File: src/rtl/channel_test_sequencer.sv
// Channel test sequencer: runs repeat_n passes of generate -> settle -> analyze
// -> evaluate against a channel analyzer. Each pass snapshots the per-channel
// status, folds it into the accumulated results and counts failing passes.
//
// Handshake: start is a one-cycle request that is accepted only in IDLE and
// only when abort is low on the same cycle. abort is sampled every cycle and
// takes effect only in GEN, SETTLE, ANALYZE or EVAL. done pulses for exactly one
// cycle; while done is high, pass and aborted already hold the final result of
// the run, and they keep it until the next accepted start.
//
// state_dbg encoding: 0 IDLE, 1 GEN, 2 SETTLE, 3 ANALYZE, 4 EVAL, 5 DONE.
module channel_test_sequencer #(
  parameter int unsigned GEN_CYCLES     = 3400,
  parameter int unsigned SETTLE_CYCLES  = 16,
  parameter int unsigned ANALYZE_CYCLES = 512
) (
  input  logic        CLK_100MHz,
  input  logic        RESET,
  input  logic        start,
  input  logic        abort,
  input  logic [3:0]  repeat_n,
  input  logic [15:0] channel_mask,
  input  logic [15:0] status_wire,
  input  logic [15:0] status_gen,
  output logic        enable_generate,
  output logic        busy,
  output logic        done,
  output logic        aborted,
  output logic        pass,
  output logic [15:0] result_wire,
  output logic [15:0] result_gen,
  output logic [7:0]  fail_count,
  output logic [2:0]  state_dbg
);

  typedef enum logic [2:0] {
    S_IDLE    = 3'd0,
    S_GEN     = 3'd1,
    S_SETTLE  = 3'd2,
    S_ANALYZE = 3'd3,
    S_EVAL    = 3'd4,
    S_DONE    = 3'd5
  } state_t;

  // Phase counters count down from length-1 to 0; 0 marks the last cycle.
  localparam logic [11:0] GEN_LOAD     = 12'(GEN_CYCLES - 1);
  localparam logic [11:0] SETTLE_LOAD  = 12'(SETTLE_CYCLES - 1);
  localparam logic [11:0] ANALYZE_LOAD = 12'(ANALYZE_CYCLES - 1);

  state_t      state;
  state_t      next_state;
  logic [11:0] phase_cnt;
  logic [3:0]  pass_cnt;
  logic [3:0]  rep_eff;
  logic [15:0] mask_q;
  logic [15:0] snap_wire;
  logic [15:0] snap_gen;

  logic        phase_last;
  logic        start_ok;
  logic        abort_hit;
  logic [15:0] eval_wire;
  logic [15:0] eval_gen;
  logic        eval_fail;
  logic [4:0]  pass_cnt_inc;

  assign busy      = (state != S_IDLE);
  assign done      = (state == S_DONE);
  assign state_dbg = state;

  // Next-state decode and the combinational values EVAL folds into the results.
  always_comb begin
    next_state   = state;
    phase_last   = (phase_cnt == 12'd0);
    start_ok     = start & ~abort;
    abort_hit    = 1'b0;
    eval_wire    = result_wire & snap_wire;
    eval_gen     = result_gen & snap_gen;
    eval_fail    = ((snap_wire & snap_gen) != 16'hFFFF);
    pass_cnt_inc = {1'b0, pass_cnt} + 5'd1;
    case (state)
      S_IDLE: begin
        if (start_ok) next_state = S_GEN;
      end
      S_GEN: begin
        if (abort) begin
          abort_hit  = 1'b1;
          next_state = S_DONE;
        end else if (phase_last) begin
          next_state = S_SETTLE;
        end
      end
      S_SETTLE: begin
        if (abort) begin
          abort_hit  = 1'b1;
          next_state = S_DONE;
        end else if (phase_last) begin
          next_state = S_ANALYZE;
        end
      end
      S_ANALYZE: begin
        if (abort) begin
          abort_hit  = 1'b1;
          next_state = S_DONE;
        end else if (phase_last) begin
          next_state = S_EVAL;
        end
      end
      S_EVAL: begin
        if (abort) begin
          abort_hit  = 1'b1;
          next_state = S_DONE;
        end else if (pass_cnt_inc == {1'b0, rep_eff}) begin
          next_state = S_DONE;
        end else begin
          next_state = S_GEN;
        end
      end
      S_DONE:  next_state = S_IDLE;
      default: next_state = S_IDLE;
    endcase
  end

  // State register, phase counter, snapshots and accumulated results.
  always_ff @(posedge CLK_100MHz) begin
    if (RESET) begin
      state           <= S_IDLE;
      enable_generate <= 1'b0;
      aborted         <= 1'b0;
      pass            <= 1'b0;
      result_wire     <= 16'h0000;
      result_gen      <= 16'h0000;
      fail_count      <= 8'd0;
      phase_cnt       <= 12'd0;
      pass_cnt        <= 4'd0;
      rep_eff         <= 4'd0;
      mask_q          <= 16'h0000;
      snap_wire       <= 16'h0000;
      snap_gen        <= 16'h0000;
    end else begin
      state           <= next_state;
      enable_generate <= (next_state == S_GEN);

      // Reload on every state entry, otherwise count down to zero.
      if (next_state != state) begin
        case (next_state)
          S_GEN:     phase_cnt <= GEN_LOAD;
          S_SETTLE:  phase_cnt <= SETTLE_LOAD;
          S_ANALYZE: phase_cnt <= ANALYZE_LOAD;
          default:   phase_cnt <= 12'd0;
        endcase
      end else if (phase_cnt != 12'd0) begin
        phase_cnt <= phase_cnt - 12'd1;
      end

      if (abort_hit) begin
        aborted <= 1'b1;
        pass    <= 1'b0;
      end

      case (state)
        S_IDLE: begin
          if (start_ok) begin
            mask_q      <= channel_mask;
            rep_eff     <= (repeat_n == 4'd0) ? 4'd1 : repeat_n;
            result_wire <= 16'hFFFF;
            result_gen  <= 16'hFFFF;
            fail_count  <= 8'd0;
            pass        <= 1'b0;
            aborted     <= 1'b0;
            pass_cnt    <= 4'd0;
          end
        end
        S_GEN: begin
          if (!abort && phase_last) snap_wire <= status_wire | mask_q;
        end
        S_ANALYZE: begin
          if (!abort && phase_last) snap_gen <= status_gen | mask_q;
        end
        S_EVAL: begin
          if (!abort) begin
            result_wire <= eval_wire;
            result_gen  <= eval_gen;
            pass_cnt    <= pass_cnt_inc[3:0];
            if (eval_fail && fail_count != 8'hFF) fail_count <= fail_count + 8'd1;
            // pass is valid in the same cycle done rises, so it is taken
            // from the freshly folded values rather than the registers.
            if (next_state == S_DONE) pass <= ((eval_wire & eval_gen) == 16'hFFFF);
          end
        end
        default: ;
      endcase
    end
  end

endmodule
File: config.mk
export PLATFORM = sky130hd
export DESIGN_NAME = channel_test_sequencer
export DESIGN_NICKNAME = d
export VERILOG_FILES = /design/src/rtl/channel_test_sequencer.sv
export SDC_FILE = /design/constraint.sdc
export NUM_CORES = 1
export LEC_CHECK = 0
export CORE_ASPECT_RATIO = 0.5
export CORE_MARGIN = 2
export CORE_UTILIZATION = 54
export CTS_CLUSTER_SIZE = 25
export DETAILED_ROUTE_END_ITERATION = 10
export PLACE_DENSITY = 0.85
export SETUP_SLACK_MARGIN = 0.3
export SYNTH_ARGS = -nofsm -noshare
export SYNTH_HDL_FRONTEND = slang
export SYNTH_SLANG_ARGS = --single-unit
File: constraint.sdc
create_clock -name CLK_100MHz -period 4.1 [get_ports CLK_100MHz]
set_clock_uncertainty 0.1 [all_clocks]
set_input_delay 0.615 -clock CLK_100MHz [delete_from_list [all_inputs] [get_ports CLK_100MHz]]
set_output_delay 0.615 -clock CLK_100MHz [all_outputs]
set_load 0.005 [all_outputs]
==> reports/results.ini <==
[cts]
cts_resized=0
cts.htree.levels=4
cts_buffers=17
post-cts-setup-buffers=0
cts-hold-fix-buffers=0
cts_root_buffer=clkbuf_16
clk_latency_ns=0.42
clkSinkCount=114
cts_max_path_buffers=2
cts_tree=yes
cts.clk_slew.worst_paths_ns=0.05

[detailed_routing]
routed_wl_um=12900
m1WireLength_um=5680
antenna_left=0
wl_per_cell_um=16.4
num_vias=4594
routed.top_layer=met4
first_pass_iters=5
wl_met2_um=6080
met3WireLength_um=907
drt_iter0_markers=568
avgViaCountPerCell=5.83
detail_route.drc_violations=0

[synth]
avgSynthCellArea_um2=8.36
synth_nets=625
synth_common_cells=dfxtp_1 (114), nor2_1 (85), a21oi_1 (68)
synthArstFlopShare_pct=0
syn-cell-area_um2=4730
yosysTopAreaCell=dfxtp_1
synth-seq-area-share_pct=48.2
synth_area_leaders=dfxtp_1 (48%), a21oi_1 (7.2%), nor2_1 (6.7%), a211oi_1 (5.1%), o21ai_0 (4.9%)
ys_types=48
yosysWarningCount=0
syn_inst=566
synth-edff-count=0
ys.flop_type=dfxtp_1
yosys_register_bits=114
yosys.area.top_type_share_pct=48.2
yosysMostFrequentCell=dfxtp_1

[grt]
grt_pass1_wl_um=21300
overflow=0
grt_pass1_vias=4332
grt_usage_pct=28.8
grt_max_degree=84
antenna_found_initial=0

[worst_setup_path]
crit_arrival_ns=3.04
r2r-end=phase_cnt[2]
startpoint=abort
critPathRequiredTime_ns=4.35
rr_worst_depth=8
path_class=primary input to register
reg2reg_slack_ns=1.45
cp_max_fo=36
endpoint_kind=register
cp-endpoint=fail_count[7]
r2r_start=phase_cnt[0]
startpoint_type=primary input

[outcome]
status=complete, no violations

[final_layout]
areaGrowthSynthToFinish_pct=34.0
drive_gt1_share_pct=6.86
insertedDiodeCount=0
fin_util_pct=73.6
multi_input_area_um2=2280
fin_nets=717
regArea_um2=2280
fillerInstances=640

[floorplanning]
start_util_pct=54.9
rows=24
io_pins=104
die_h_um=70.2
die-area_um2=9580
core_um2=8620
die_w_um=136

[power_and_ir_drop]
leakagePower_uw=0.00223
power.density_nw_per_um2=551
ir_drop_mv=0.396

[place]
place_congestion=0.885
dpl.hpwl_um=8660
port_buffers=103

[sta]
hold_violations=0
finalSetupViolCount=0
hold_ws_ns=0.375
period_needed_ns=2.79
post-route-period-util_pct=68.1
drv_slew=0
rsz0062_at_grt=no
worst_slew_pin_slew_ns=0.833
fmax_mhz=358
setup_tns_ns=0
slew-limit-headroom_pct=44.1

[min_path]
min_path_type=register to register

[flow_run]
cap_violations=0

==> worst max-delay path, cell delays in order <==
cell             delay [ns]
clkdlybuf4s50_1        0.61
nor3_1                 0.32
nand2_1                0.09
buf_4                  0.25
nand2_1                0.14
o21ai_1                0.29
or4_1                  0.58
a21oi_1                0.15
==> logic make-up (layout without fill, tap and decap cells) <==
| group | Yosys count | in the layout | synth area share (%) |
|---|---|---|---|
| and+or+nand+nor | 219 | 219 | 22.0 |
| AOI/OAI and AO/OA | 168 | 168 | 21.6 |
| adders and majority gates | 3 | 3 | 0.793 |
| buffers and inverters | 43 | 148 | 3.73 |
| xor gates and xnor gates | 16 | 16 | 2.96 |
| DFF | 114 | 114 | 48.2 |
| muxes | 3 | 3 | 0.687 |
==> area by class of cell <==
class                   instances  area share, %
flip-flops and latches        114           36.0
multi-input cells             409           35.9
repair buffers                108           16.8
clock buffers                  22           7.16
well taps                     117           2.31
clock inverters                10           1.36
inverters                       8          0.473
==> cell usage in the layout, fill, tap and decap left out, types with 2 or more instances in the layout <==
| cell | instances |
|---|---|
| clkbuf_1 | 4 |
| clkbuf_16 | 17 |
| a31oi_1 | 2 |
| nor4_1 | 4 |
| or3_1 | 2 |
| clkinvlp_4 | 3 |
| a211oi_1 | 32 |
| o21ai_0 | 46 |
| a21o_1 | 2 |
| nand3_1 | 13 |
| o211ai_1 | 4 |
| xnor2_1 | 10 |
| xor2_1 | 6 |
| o31ai_1 | 4 |
| a21oi_1 | 68 |
| nor3_1 | 11 |
| and2_1 | 4 |
| inv_1 | 8 |
| nand2_1 | 57 |
| nand2b_1 | 2 |
| ha_1 | 3 |
| or3b_1 | 2 |
| clkdlybuf4s50_1 | 102 |
| mux2_2 | 2 |
| and3_1 | 4 |
| nor2_1 | 85 |
| dfxtp_1 | 114 |
| or4_1 | 7 |
| clkinv_2 | 5 |
| nand4_1 | 18 |
| buf_4 | 5 |
==> how the worst min path moves through the flow <==
| stage | to | depth (start not counted) | from |
|---|---|---|---|
| 2_1_floorplan | rep_eff[3] | 2 | rep_eff[3] |
| 3_3_place_gp | mask_q[0] | 2 | mask_q[0] |
| 3_5_place_dp | mask_q[14] | 2 | mask_q[14] |
| 4_1_cts | mask_q[14] | 2 | mask_q[14] |
| 5_1_grt | mask_q[0] | 2 | mask_q[0] |
| 6_report | mask_q[0] | 2 | mask_q[0] |
==> registers in the layout, indices dropped and copies added (netlist names) <==
name,cells
state_dbg,3
fail_count,8
result_wire,16
pass_cnt,4
snap_wire,16
phase_cnt,12
rep_eff,4
aborted,1
pass,1
result_gen,16
snap_gen,16
enable_generate,1
mask_q,16
==> per-stage QoR <==
step,cell area [um^2],instances,power (uW),setup WS (ns)
6_report,6340,788,3490,1.31
5_1_grt,6340,788,3660,1.14
4_1_cts,6340,788,3490,1.32
3_5_place_dp,5800,756,2140,0.931
3_3_place_gp,5800,756,2110,1.05
2_1_floorplan,4730,566,1880,1.78
==> layer usage <==
layer	vias up	global-route usage, %
met3	23	8.86
met5	-	0
met4	0	11.1
li1	2209	-
met2	203	44.9
met1	2159	37.7
==> power breakdown <==
part           internal (uW)  switching, uW
registers               1240            125
logic                    386            402
clock network            841            504
total                   2460           1030
(Power assumes the default switching activity.)
